### src/rtl/iseq_arbiter_if.sv
// Signal bundle shared by the sequence sources, the arbiter and the instruction-sequence dispatcher.
// The arbiter uses the slave view; the surrounding logic (or a bench) uses the master view.
interface iseq_arbiter_if #(
  parameter int CNT_WIDTH = 16
);
  logic                 host_req;
  logic                 host_gnt;
  logic                 host_load_done;
  logic                 host_seq_done;
  logic                 mnt_req;
  logic                 mnt_urgent;
  logic                 mnt_gnt;
  logic                 mnt_load_done;
  logic                 mnt_seq_done;
  logic                 fifo_wr_sel;
  logic                 process_iseq;
  logic                 dispatcher_busy;
  logic                 periodic_read_lock;
  logic                 start_err;
  logic                 err_clr;
  logic [CNT_WIDTH-1:0] seq_count;

  modport slave (
    input  host_req, host_load_done, mnt_req, mnt_urgent, mnt_load_done,
           dispatcher_busy, err_clr,
    output host_gnt, host_seq_done, mnt_gnt, mnt_seq_done, fifo_wr_sel,
           process_iseq, periodic_read_lock, start_err, seq_count
  );

  modport master (
    output host_req, host_load_done, mnt_req, mnt_urgent, mnt_load_done,
           dispatcher_busy, err_clr,
    input  host_gnt, host_seq_done, mnt_gnt, mnt_seq_done, fifo_wr_sel,
           process_iseq, periodic_read_lock, start_err, seq_count
  );
endinterface

### src/rtl/iseq_arbiter.sv
// Grants host or maintenance ownership of the instruction FIFOs, kicks the dispatcher and
// tracks the sequence until it drains. All outputs are registered from the next-state decode.
//
// state       | meaning
// ------------+-----------------------------------------------------------
// S_IDLE      | arbitrate between host and maintenance requests
// S_LOAD      | owner writes the FIFOs; wait for its load_done or req drop
// S_KICK      | one-cycle process_iseq pulse to the dispatcher
// S_WAIT_BUSY | wait for dispatcher_busy, bounded by START_TIMEOUT
// S_RUN       | sequence dispatching; wait for dispatcher_busy to fall
// S_GAP       | GAP_CYCLES idle cycles, requests ignored
module iseq_arbiter #(
  parameter int GAP_CYCLES    = 4,
  parameter int START_TIMEOUT = 16,
  parameter int CNT_WIDTH     = 16
) (
  input logic            clk,
  input logic            rst_n,
  iseq_arbiter_if.slave  bus
);

  typedef enum logic [2:0] {
    S_IDLE      = 3'd0,
    S_LOAD      = 3'd1,
    S_KICK      = 3'd2,
    S_WAIT_BUSY = 3'd3,
    S_RUN       = 3'd4,
    S_GAP       = 3'd5
  } state_t;

  localparam logic [7:0] LP_TO_LAST  = 8'(START_TIMEOUT - 1);
  localparam logic [7:0] LP_GAP_LAST = 8'(GAP_CYCLES - 1);

  state_t               r_state;
  state_t               w_state_nxt;
  logic                 r_owner;
  logic                 w_owner_nxt;
  logic                 r_last;
  logic                 w_last_nxt;
  logic [7:0]           r_cnt;
  logic [7:0]           w_cnt_nxt;
  logic                 w_done;
  logic                 w_timeout;
  logic                 w_own_phase;
  logic                 w_own_req;
  logic                 w_own_load_done;

  logic                 r_host_gnt;
  logic                 r_mnt_gnt;
  logic                 r_host_seq_done;
  logic                 r_mnt_seq_done;
  logic                 r_process_iseq;
  logic                 r_start_err;
  logic [CNT_WIDTH-1:0] r_seq_count;

  // Only the current owner's handshake is observed; the other source's pulses are ignored.
  assign w_own_req       = r_owner ? bus.mnt_req       : bus.host_req;
  assign w_own_load_done = r_owner ? bus.mnt_load_done : bus.host_load_done;

  always_comb begin
    w_state_nxt = r_state;
    w_owner_nxt = r_owner;
    w_last_nxt  = r_last;
    w_cnt_nxt   = r_cnt;
    w_done      = 1'b0;
    w_timeout   = 1'b0;
    w_own_phase = 1'b0;

    case (r_state)
      S_IDLE: begin
        w_cnt_nxt = '0;
        if (bus.mnt_req && bus.mnt_urgent) begin
          w_owner_nxt = 1'b1;
          w_state_nxt = S_LOAD;
        end else if (bus.host_req && bus.mnt_req) begin
          w_owner_nxt = ~r_last;
          w_state_nxt = S_LOAD;
        end else if (bus.host_req) begin
          w_owner_nxt = 1'b0;
          w_state_nxt = S_LOAD;
        end else if (bus.mnt_req) begin
          w_owner_nxt = 1'b1;
          w_state_nxt = S_LOAD;
        end
      end

      S_LOAD: begin
        if (w_own_load_done) begin
          w_state_nxt = S_KICK;
        end else if (!w_own_req) begin
          w_state_nxt = S_GAP;
          w_cnt_nxt   = '0;
        end
      end

      S_KICK: begin
        w_state_nxt = S_WAIT_BUSY;
        w_cnt_nxt   = '0;
      end

      S_WAIT_BUSY: begin
        if (bus.dispatcher_busy) begin
          w_state_nxt = S_RUN;
        end else if (r_cnt == LP_TO_LAST) begin
          w_timeout   = 1'b1;
          w_state_nxt = S_GAP;
          w_cnt_nxt   = '0;
        end else begin
          w_cnt_nxt = r_cnt + 8'd1;
        end
      end

      S_RUN: begin
        if (!bus.dispatcher_busy) begin
          w_done      = 1'b1;
          w_last_nxt  = r_owner;
          w_state_nxt = S_GAP;
          w_cnt_nxt   = '0;
        end
      end

      S_GAP: begin
        if (r_cnt == LP_GAP_LAST) begin
          w_state_nxt = S_IDLE;
        end else begin
          w_cnt_nxt = r_cnt + 8'd1;
        end
      end

      default: begin
        w_state_nxt = S_IDLE;
        w_cnt_nxt   = '0;
      end
    endcase

    w_own_phase = (w_state_nxt == S_LOAD) || (w_state_nxt == S_KICK) ||
                  (w_state_nxt == S_WAIT_BUSY) || (w_state_nxt == S_RUN);
  end

  // Outputs are decoded from the next state so they line up with the state they describe.
  always_ff @(posedge clk or negedge rst_n) begin
    if (!rst_n) begin
      r_state         <= S_IDLE;
      r_owner         <= 1'b0;
      r_last          <= 1'b1;
      r_cnt           <= '0;
      r_host_gnt      <= 1'b0;
      r_mnt_gnt       <= 1'b0;
      r_host_seq_done <= 1'b0;
      r_mnt_seq_done  <= 1'b0;
      r_process_iseq  <= 1'b0;
      r_start_err     <= 1'b0;
      r_seq_count     <= '0;
    end else begin
      r_state         <= w_state_nxt;
      r_owner         <= w_owner_nxt;
      r_last          <= w_last_nxt;
      r_cnt           <= w_cnt_nxt;
      r_host_gnt      <= w_own_phase & ~w_owner_nxt;
      r_mnt_gnt       <= w_own_phase & w_owner_nxt;
      r_host_seq_done <= w_done & ~r_owner;
      r_mnt_seq_done  <= w_done & r_owner;
      r_process_iseq  <= (w_state_nxt == S_KICK);
      if (w_timeout) begin
        r_start_err <= 1'b1;
      end else if (bus.err_clr) begin
        r_start_err <= 1'b0;
      end
      if (w_done) begin
        r_seq_count <= r_seq_count + CNT_WIDTH'(1);
      end
    end
  end

  assign bus.host_gnt           = r_host_gnt;
  assign bus.mnt_gnt            = r_mnt_gnt;
  assign bus.host_seq_done      = r_host_seq_done;
  assign bus.mnt_seq_done       = r_mnt_seq_done;
  assign bus.fifo_wr_sel        = r_owner;
  assign bus.process_iseq       = r_process_iseq;
  assign bus.periodic_read_lock = r_mnt_gnt;
  assign bus.start_err          = r_start_err;
  assign bus.seq_count          = r_seq_count;

endmodule

### src/flat_wrapper.sv
// flat-port wrapper written by rule: the top's interface ports become plain ports
module iseq_arbiter_flat 
#(
  parameter int GAP_CYCLES    = 4,
  parameter int START_TIMEOUT = 16,
  parameter int CNT_WIDTH     = 16
)
  (clk, rst_n, bus_host_req, bus_host_load_done, bus_mnt_req, bus_mnt_urgent, bus_mnt_load_done, bus_dispatcher_busy, bus_err_clr, bus_host_gnt, bus_host_seq_done, bus_mnt_gnt, bus_mnt_seq_done, bus_fifo_wr_sel, bus_process_iseq, bus_periodic_read_lock, bus_start_err, bus_seq_count);
  iseq_arbiter_if #(.CNT_WIDTH(CNT_WIDTH)) bus_i ();
  input logic clk;
  input logic rst_n;
  input wire logic [$bits(bus_i.host_req)-1:0] bus_host_req;
  input wire logic [$bits(bus_i.host_load_done)-1:0] bus_host_load_done;
  input wire logic [$bits(bus_i.mnt_req)-1:0] bus_mnt_req;
  input wire logic [$bits(bus_i.mnt_urgent)-1:0] bus_mnt_urgent;
  input wire logic [$bits(bus_i.mnt_load_done)-1:0] bus_mnt_load_done;
  input wire logic [$bits(bus_i.dispatcher_busy)-1:0] bus_dispatcher_busy;
  input wire logic [$bits(bus_i.err_clr)-1:0] bus_err_clr;
  output wire logic [$bits(bus_i.host_gnt)-1:0] bus_host_gnt;
  output wire logic [$bits(bus_i.host_seq_done)-1:0] bus_host_seq_done;
  output wire logic [$bits(bus_i.mnt_gnt)-1:0] bus_mnt_gnt;
  output wire logic [$bits(bus_i.mnt_seq_done)-1:0] bus_mnt_seq_done;
  output wire logic [$bits(bus_i.fifo_wr_sel)-1:0] bus_fifo_wr_sel;
  output wire logic [$bits(bus_i.process_iseq)-1:0] bus_process_iseq;
  output wire logic [$bits(bus_i.periodic_read_lock)-1:0] bus_periodic_read_lock;
  output wire logic [$bits(bus_i.start_err)-1:0] bus_start_err;
  output wire logic [$bits(bus_i.seq_count)-1:0] bus_seq_count;
  assign bus_i.host_req = bus_host_req;
  assign bus_i.host_load_done = bus_host_load_done;
  assign bus_i.mnt_req = bus_mnt_req;
  assign bus_i.mnt_urgent = bus_mnt_urgent;
  assign bus_i.mnt_load_done = bus_mnt_load_done;
  assign bus_i.dispatcher_busy = bus_dispatcher_busy;
  assign bus_i.err_clr = bus_err_clr;
  assign bus_host_gnt = bus_i.host_gnt;
  assign bus_host_seq_done = bus_i.host_seq_done;
  assign bus_mnt_gnt = bus_i.mnt_gnt;
  assign bus_mnt_seq_done = bus_i.mnt_seq_done;
  assign bus_fifo_wr_sel = bus_i.fifo_wr_sel;
  assign bus_process_iseq = bus_i.process_iseq;
  assign bus_periodic_read_lock = bus_i.periodic_read_lock;
  assign bus_start_err = bus_i.start_err;
  assign bus_seq_count = bus_i.seq_count;
  iseq_arbiter #(.GAP_CYCLES(GAP_CYCLES), .START_TIMEOUT(START_TIMEOUT), .CNT_WIDTH(CNT_WIDTH)) u_core (.clk(clk), .rst_n(rst_n), .bus(bus_i));
endmodule
### config.mk
export PLATFORM = sky130hd
export DESIGN_NAME = iseq_arbiter_flat
export DESIGN_NICKNAME = d
export VERILOG_FILES = /design/src/rtl/iseq_arbiter_if.sv /design/src/rtl/iseq_arbiter.sv /design/src/flat_wrapper.sv
export SDC_FILE = /design/constraint.sdc
export NUM_CORES = 1
export LEC_CHECK = 0
export ABC_AREA = 1
export CAP_MARGIN = 10
export CORE_MARGIN = 2
export CORE_UTILIZATION = 56
export DETAILED_ROUTE_END_ITERATION = 8
export DONT_BUFFER_PORTS = 1
export PLACE_DENSITY = 0.74
export SLEW_MARGIN = 15
export SYNTH_ARGS = -nofsm -noshare
export SYNTH_HDL_FRONTEND = slang
export SYNTH_SLANG_ARGS = --single-unit
### constraint.sdc
create_clock -name clk -period 1.6 [get_ports clk]
set_clock_uncertainty 0.2 [all_clocks]
set_input_delay 0.16 -clock clk [delete_from_list [all_inputs] [get_ports clk]]
set_output_delay 0.16 -clock clk [all_outputs]
set_load 0.02 [all_outputs]
; ---- Word level (Yosys, flattened, before mapping)
; Cells that the tools add are included.
[word_totals]
input_bits = 9
ff_bits = 35
wordCells = 78
output_inout_bits = 24
[classes]
n_eq_ne = 16
n_reduce_logical = 9
bitwise = 8
addsub = 2
n_mux = 32
[op_table]
columns = op, count
row1 = 2-to-1 mux 8 bit, 6
row2 = one-hot mux 8 bit (4 select lines), 1
row3 = 2-to-1 mux 3 bit, 10
row4 = one-hot mux 3 bit (6 select lines), 1
row5 = "adder 16 x 1 -> 16 bit, second input constant", 1
row6 = 2-to-1 mux 1 bit, 14
row7 = "== test 3 x 2 -> 1 bit, second input constant", 4
row8 = "!= test 2 bit, second input constant", 5
row9 = "== test 3 bit, second input constant", 3
row10 = "adder 8 x 1 -> 8 bit, second input constant", 1
row11 = "== test 8 x 2 -> 1 bit, second input constant", 1
row12 = "== test 8 x 4 -> 1 bit, second input constant", 1
row13 = "== test 3 x 1 -> 1 bit, second input constant", 2
row14 = AND reduction 5 bit, 1
row15 = bitwise AND 1 bit, 4
row16 = NOT 1 bit, 4
row17 = zero test 3 bit, 1
row18 = logical OR 1 bit, 3
row19 = logical AND 1 bit, 2
row20 = AND reduction 2 bit, 1
row21 = nonzero test 2 bit, 1

; ---- Longest topological paths before layout
[logic_depth]
depth_word = 10
ltp_mapped = 10
ltp_nobuf = 10

; ---- Least setup slack after synthesis
; OpenSTA, ideal clock, no wires.
[synth_timing]
path_kind = register to register
startpoint = register u_core.r_state[0]
endpoint = register u_core.r_seq_count[9] (netlist: u_core.bus.seq_count[9])
period_less_slack_ns = 1.613
stages_incl_launch_ff = 9
setup_time_ns = 0.131
path_slack_ns = -0.013
required_time_ns = 1.269
arrival_ns = 1.282
path_buffers = 1
path_cell_list = dfrtp_1 buf_6 nor2_4 nand3_4 clkinv_4 nand2_2 nor2_2 nand4_1 xnor2_1
[synth_between]
elab_chain_cells = 2
[synth_rtl]
columns = item, line
row1 = from (decl), iseq_arbiter.sv:34  ; state_t r_state;
row2 = from (signal assigned), iseq_arbiter.sv:155  ; r_state <= w_state_nxt;
row3 = == test 3 bit, iseq_arbiter.sv:69  ; case (r_state)
row4 = 2-to-1 mux 1 bit, iseq_arbiter.sv:69
row5 = to (signal assigned), iseq_arbiter.sv:170  ; r_seq_count <= r_seq_count + CNT_WIDTH'(1);
row6 = to (decl), iseq_arbiter.sv:54  ; logic [CNT_WIDTH-1:0] r_seq_count;
; No other way between the ends.
; A chain may end at the register's enable or synchronous reset.

; ---- Worst setup path after layout
[layout_timing]
startpoint = register u_core.r_cnt[2]
endpoint = register u_core.r_cnt[3]
[layout_between]
elab_chain_cells = 4
word_cells_on_any_way = 9
cone_classes = 1 x add/sub / 3 x eq/ne / 4 x mux / 1 x reduce/logical
[layout_rtl]
columns = item, line
row1 = from (decl), iseq_arbiter.sv:40  ; logic [7:0] r_cnt;
row2 = from (signal assigned), iseq_arbiter.sv:158  ; r_cnt <= w_cnt_nxt;
row3 = adder 8 x 1 -> 8 bit or == test 8 x 4 -> 1 bit (tied branches), "iseq_arbiter.sv:109, iseq_arbiter.sv:126, iseq_arbiter.sv:104"
row4 = 2-to-1 mux 8 bit, iseq_arbiter.sv:104  ; end else if (r_cnt == LP_TO_LAST) begin
row5 = 2-to-1 mux 8 bit, iseq_arbiter.sv:102  ; if (bus.dispatcher_busy) begin
row6 = one-hot mux 8 bit (4 select lines), iseq_arbiter.sv:69
; Parallel ways exist; a longest one is shown, timed or not. The select of a mux whose other input is x is not followed.

==> impl_metrics.xml <==
<?xml version="1.0" encoding="UTF-8"?>
<metrics>
  <group name="run_status">
    <metric name="status" unit="">complete, but fails checks</metric>
    <metric name="failed_checks" unit="">negative setup slack</metric>
  </group>
  <group name="routing">
    <metric name="route.detailed.drc" unit="">0</metric>
    <metric name="detailedRoute.firstIterationViolations" unit="">194</metric>
    <metric name="vias_per_cell" unit="">5.59</metric>
    <metric name="firstDrtPassIters" unit="">5</metric>
    <metric name="final_antenna_net_count" unit="">0</metric>
    <metric name="route.vias.total" unit="">2157</metric>
    <metric name="wire_per_inst" unit="um">15.5</metric>
    <metric name="totalWireLength" unit="um">5990</metric>
  </group>
  <group name="timing">
    <metric name="slew-limit-headroom" unit="%">75.8</metric>
    <metric name="timing.final.max_slew_violations" unit="">0</metric>
    <metric name="worst_pin_slew" unit="ps">363</metric>
    <metric name="final_min_period_over_clock_period" unit="%">110</metric>
    <metric name="rsz0062_at_grt" unit="">true</metric>
    <metric name="max_freq" unit="MHz">566</metric>
    <metric name="finalSetupViolCount" unit="">15</metric>
    <metric name="final.min_clock_period" unit="ps">1770</metric>
    <metric name="setup_ws" unit="ps">-168</metric>
    <metric name="timing_hold_violations_final" unit="">0</metric>
  </group>
  <group name="synthesis">
    <metric name="synth_top_area_cell" unit="">sky130_fd_sc_hd__dfrtp_1</metric>
    <metric name="synth.area.top_cells" unit="">sky130_fd_sc_hd__dfrtp_1, sky130_fd_sc_hd__nand2_1, sky130_fd_sc_hd__nor2_1</metric>
    <metric name="synth.top_cell.area_share" unit="%">42.3</metric>
    <metric name="synth-seq-cells" unit="">35</metric>
    <metric name="ys_seq_area_share" unit="%">43.6</metric>
    <metric name="synthesis.area" unit="um2">2010</metric>
    <metric name="syn-num-nets" unit="">274</metric>
    <metric name="yosysWarnings" unit="">0</metric>
    <metric name="synth_cell_type_count" unit="">30</metric>
    <metric name="synthCells" unit="">263</metric>
    <metric name="synth.avg_cell_area" unit="um2">7.65</metric>
  </group>
  <group name="clocking">
    <metric name="cts_sinks" unit="">35</metric>
    <metric name="cts.htree.levels" unit="">2</metric>
    <metric name="clock_tree_from_tritoncts" unit="">yes</metric>
    <metric name="cts_root_buf" unit="">sky130_fd_sc_hd__clkbuf_4</metric>
    <metric name="worst_setup_hold_path_clk_slew" unit="ps">120</metric>
    <metric name="clk_path_buf_depth" unit="">2</metric>
    <metric name="number_of_clock_buffers_inserted_by_tritoncts" unit="">5</metric>
    <metric name="clock_insertion_delay_worst_skew" unit="ps">340</metric>
  </group>
  <group name="floorplan">
    <metric name="die_y" unit="um">63.9</metric>
    <metric name="number_of_placement_rows" unit="">21</metric>
    <metric name="floorplan.initialDensity" unit="%">59.4</metric>
    <metric name="dieArea" unit="um2">4090</metric>
    <metric name="ios" unit="">33</metric>
    <metric name="fp.dieW" unit="um">63.9</metric>
    <metric name="floorplan.core_area" unit="um2">3390</metric>
  </group>
  <group name="power_and_ir_drop">
    <metric name="leakage" unit="uW">0.00149</metric>
    <metric name="largest_voltage_drop_on_the_vdd_net" unit="mV">1.25</metric>
    <metric name="power-per-cell-area" unit="nW/um2">1460</metric>
  </group>
  <group name="setup_path">
    <metric name="timing.critical_path.cells" unit="">nor2_1, nand2_1, nor2_2, nand2_2, nand3_4, clkinv_4, o21ai_1, o21ai_1</metric>
    <metric name="critPathRequiredTime" unit="ps">1620</metric>
    <metric name="worst_path_max_delay_cell" unit="">sky130_fd_sc_hd__dfrtp_2</metric>
    <metric name="critPathCaptureType" unit="">flop</metric>
    <metric name="timing.critical_path.arrival" unit="ps">1790</metric>
    <metric name="crit_path_max_fanout" unit="">7</metric>
    <metric name="crit_top_cell" unit="">sky130_fd_sc_hd__o21ai_1</metric>
    <metric name="path_class" unit="">reg -&gt; reg</metric>
    <metric name="timing.critical_path.from_type" unit="">flop</metric>
    <metric name="cp_slowest_stage_delay" unit="ps">450</metric>
  </group>
  <group name="finish">
    <metric name="nets_final" unit="">350</metric>
    <metric name="mostFrequentLayoutCell" unit="">sky130_fd_sc_hd__nand2_1</metric>
    <metric name="area.growth.synth_to_final" unit="%">44.5</metric>
    <metric name="diodes" unit="">0</metric>
    <metric name="fin_cells" unit="">386</metric>
    <metric name="final_cell_mix" unit="">sky130_fd_sc_hd__nand2_1, sky130_fd_sc_hd__buf_4, sky130_fd_sc_hd__dfrtp_1, sky130_fd_sc_hd__nor2_1, sky130_fd_sc_hd__inv_1</metric>
    <metric name="layout.filler_cells" unit="">182</metric>
    <metric name="final_layout_size_suffix_gt1_share" unit="%">37.9</metric>
  </group>
  <group name="global_route">
    <metric name="grt_antenna_before_repair" unit="">0</metric>
    <metric name="first_global_vias" unit="">1978</metric>
    <metric name="grt_pass1_wl" unit="um">8830</metric>
    <metric name="globalRouteOverflowTotal" unit="">0</metric>
    <metric name="grt_start_max_net_pins" unit="">36</metric>
    <metric name="gr-usage-all-layers" unit="%">27.5</metric>
  </group>
  <group name="placement">
    <metric name="placement.setup.worst_slack" unit="ps">-155</metric>
    <metric name="port_buffers" unit="">0</metric>
    <metric name="placedCellCount" unit="">355</metric>
    <metric name="detailed_place_hpwl" unit="um">3580</metric>
    <metric name="gpl.final_weighted_congestion" unit="">0.969</metric>
  </group>
  <group name="run">
    <metric name="timing.max_cap.violations" unit="">0</metric>
  </group>
  <group name="hold_path">
    <metric name="worst_hold_path_type" unit="">in -&gt; async</metric>
  </group>
</metrics>
-- state kept, by name, summed over array words and instances, names as in the netlist --
| signal | count |
|---|---|
| u_core.r_last | 1 |
| u_core.bus.process_iseq | 1 |
| u_core.bus.host_gnt | 1 |
| u_core.bus.mnt_seq_done | 1 |
| u_core.bus.mnt_gnt | 1 |
| u_core.bus.seq_count | 16 |
| u_core.bus.fifo_wr_sel | 1 |
| u_core.r_cnt | 8 |
| u_core.bus.host_seq_done | 1 |
| u_core.bus.start_err | 1 |
| u_core.r_state | 3 |
-- metal layers --
metal	track usage [%]	up-vias	share of wire, %
met5	0	-	0
met1	32.4	1005	38
li1	-	1000	-
met2	47.9	127	51
met3	6.87	25	7.7
met4	10.9	0	3.6
-- layout make-up --
type,instances,area (um2),share of cell area [%]
clock buffer,6,51.3,1.76
clock inverter,2,35.0,1.21
inverter,30,123,4.22
multi-input combinational,196,1180,40.5
sequential,35,885,30.4
tap,46,57.6,1.98
timing repair buffer,70,574,19.8
timing repair inverter,1,5.00,0.172
-- through the flow --
stage	hold slack [ps]	power (uW)	TNS [ps]	area (um2)	utilization [%]
finish	41.3	4230	-1440	2910	85.8
global route	64.3	4460	-2130	2910	85.8
CTS	49.1	3790	-74.9	2710	79.8
detailed placement	-335	2930	-830	2430	71.7
global placement	-335	2890	-765	2430	71.7
floorplan	-336	2280	0	2020	-
-- cells by family after synthesis --
logic type                 after synthesis  share of synthesized area (%)
buffers and inverters                   32                           6.78
DFF                                     35                           43.6
adders and majority gates                2                           1.24
AOI/OAI and AO/OA                       22                           5.85
xor gates and xnor gates                19                           8.27
and+or+nand+nor                        153                           34.3
-- power breakdown --
| part | total [uW] | switching, uW | internal, uW |
|---|---|---|---|
| combinational | 2170 | 1230 | 934 |
| clock | 689 | 320 | 369 |
| sequential | 1380 | 297 | 1080 |
| total | 4230 | 1850 | 2390 |
-- worst max-delay path, delay by kind of cell (launching register included) --
kind                   cells  cell delay (ps)
AO/OA/AOI/OAI              2              210
flip-flops                 1              450
AND/OR/NAND/NOR            5              710
buffers and inverters      1               90
-- Yosys cell counts, drive strengths merged --
| master | n |
|---|---|
| clkinv | 1 |
| nand2 | 78 |
| inv | 29 |
| o21ai | 14 |
| dfstp | 1 |
| nand3b | 1 |
| xnor2 | 8 |
| nor3 | 6 |
| and3 | 1 |
| a211oi | 1 |
| dfrtp | 34 |
| nor2 | 41 |
| and2 | 1 |
| nand3 | 17 |
| xor2 | 11 |
| buf | 2 |
| ha | 2 |
| o22ai | 1 |
| a21oi | 6 |
| nand4 | 8 |
-- timing repair --
item                                    CTS  global route
setup buffers                             2            11
gates resized for setup                  28            35
gates cloned                              0             1
endpoints found under the setup margin   13            17
hold buffers                              9             0
endpoints found under the hold margin    50             0
pin swaps                                 7            17
-- final timing paths --
kind | depth (start not counted) | from | end | slack [ps]
worst max-delay path | 8 | u_core.r_cnt[2] | u_core.r_cnt[3] | -170
worst min-delay path | 2 | rst_n | u_core.r_state[1] | 40
worst max register to register | 8 | u_core.r_cnt[2] | u_core.r_cnt[3] | -170
worst min register to register | 2 | u_core.r_last | u_core.r_last | 320
max in group asynchronous | 2 | rst_n | u_core.r_last | 900
min in group clk | 7 | bus_host_load_done | u_core.r_cnt[1] | 210
(Power assumes the default switching activity.)
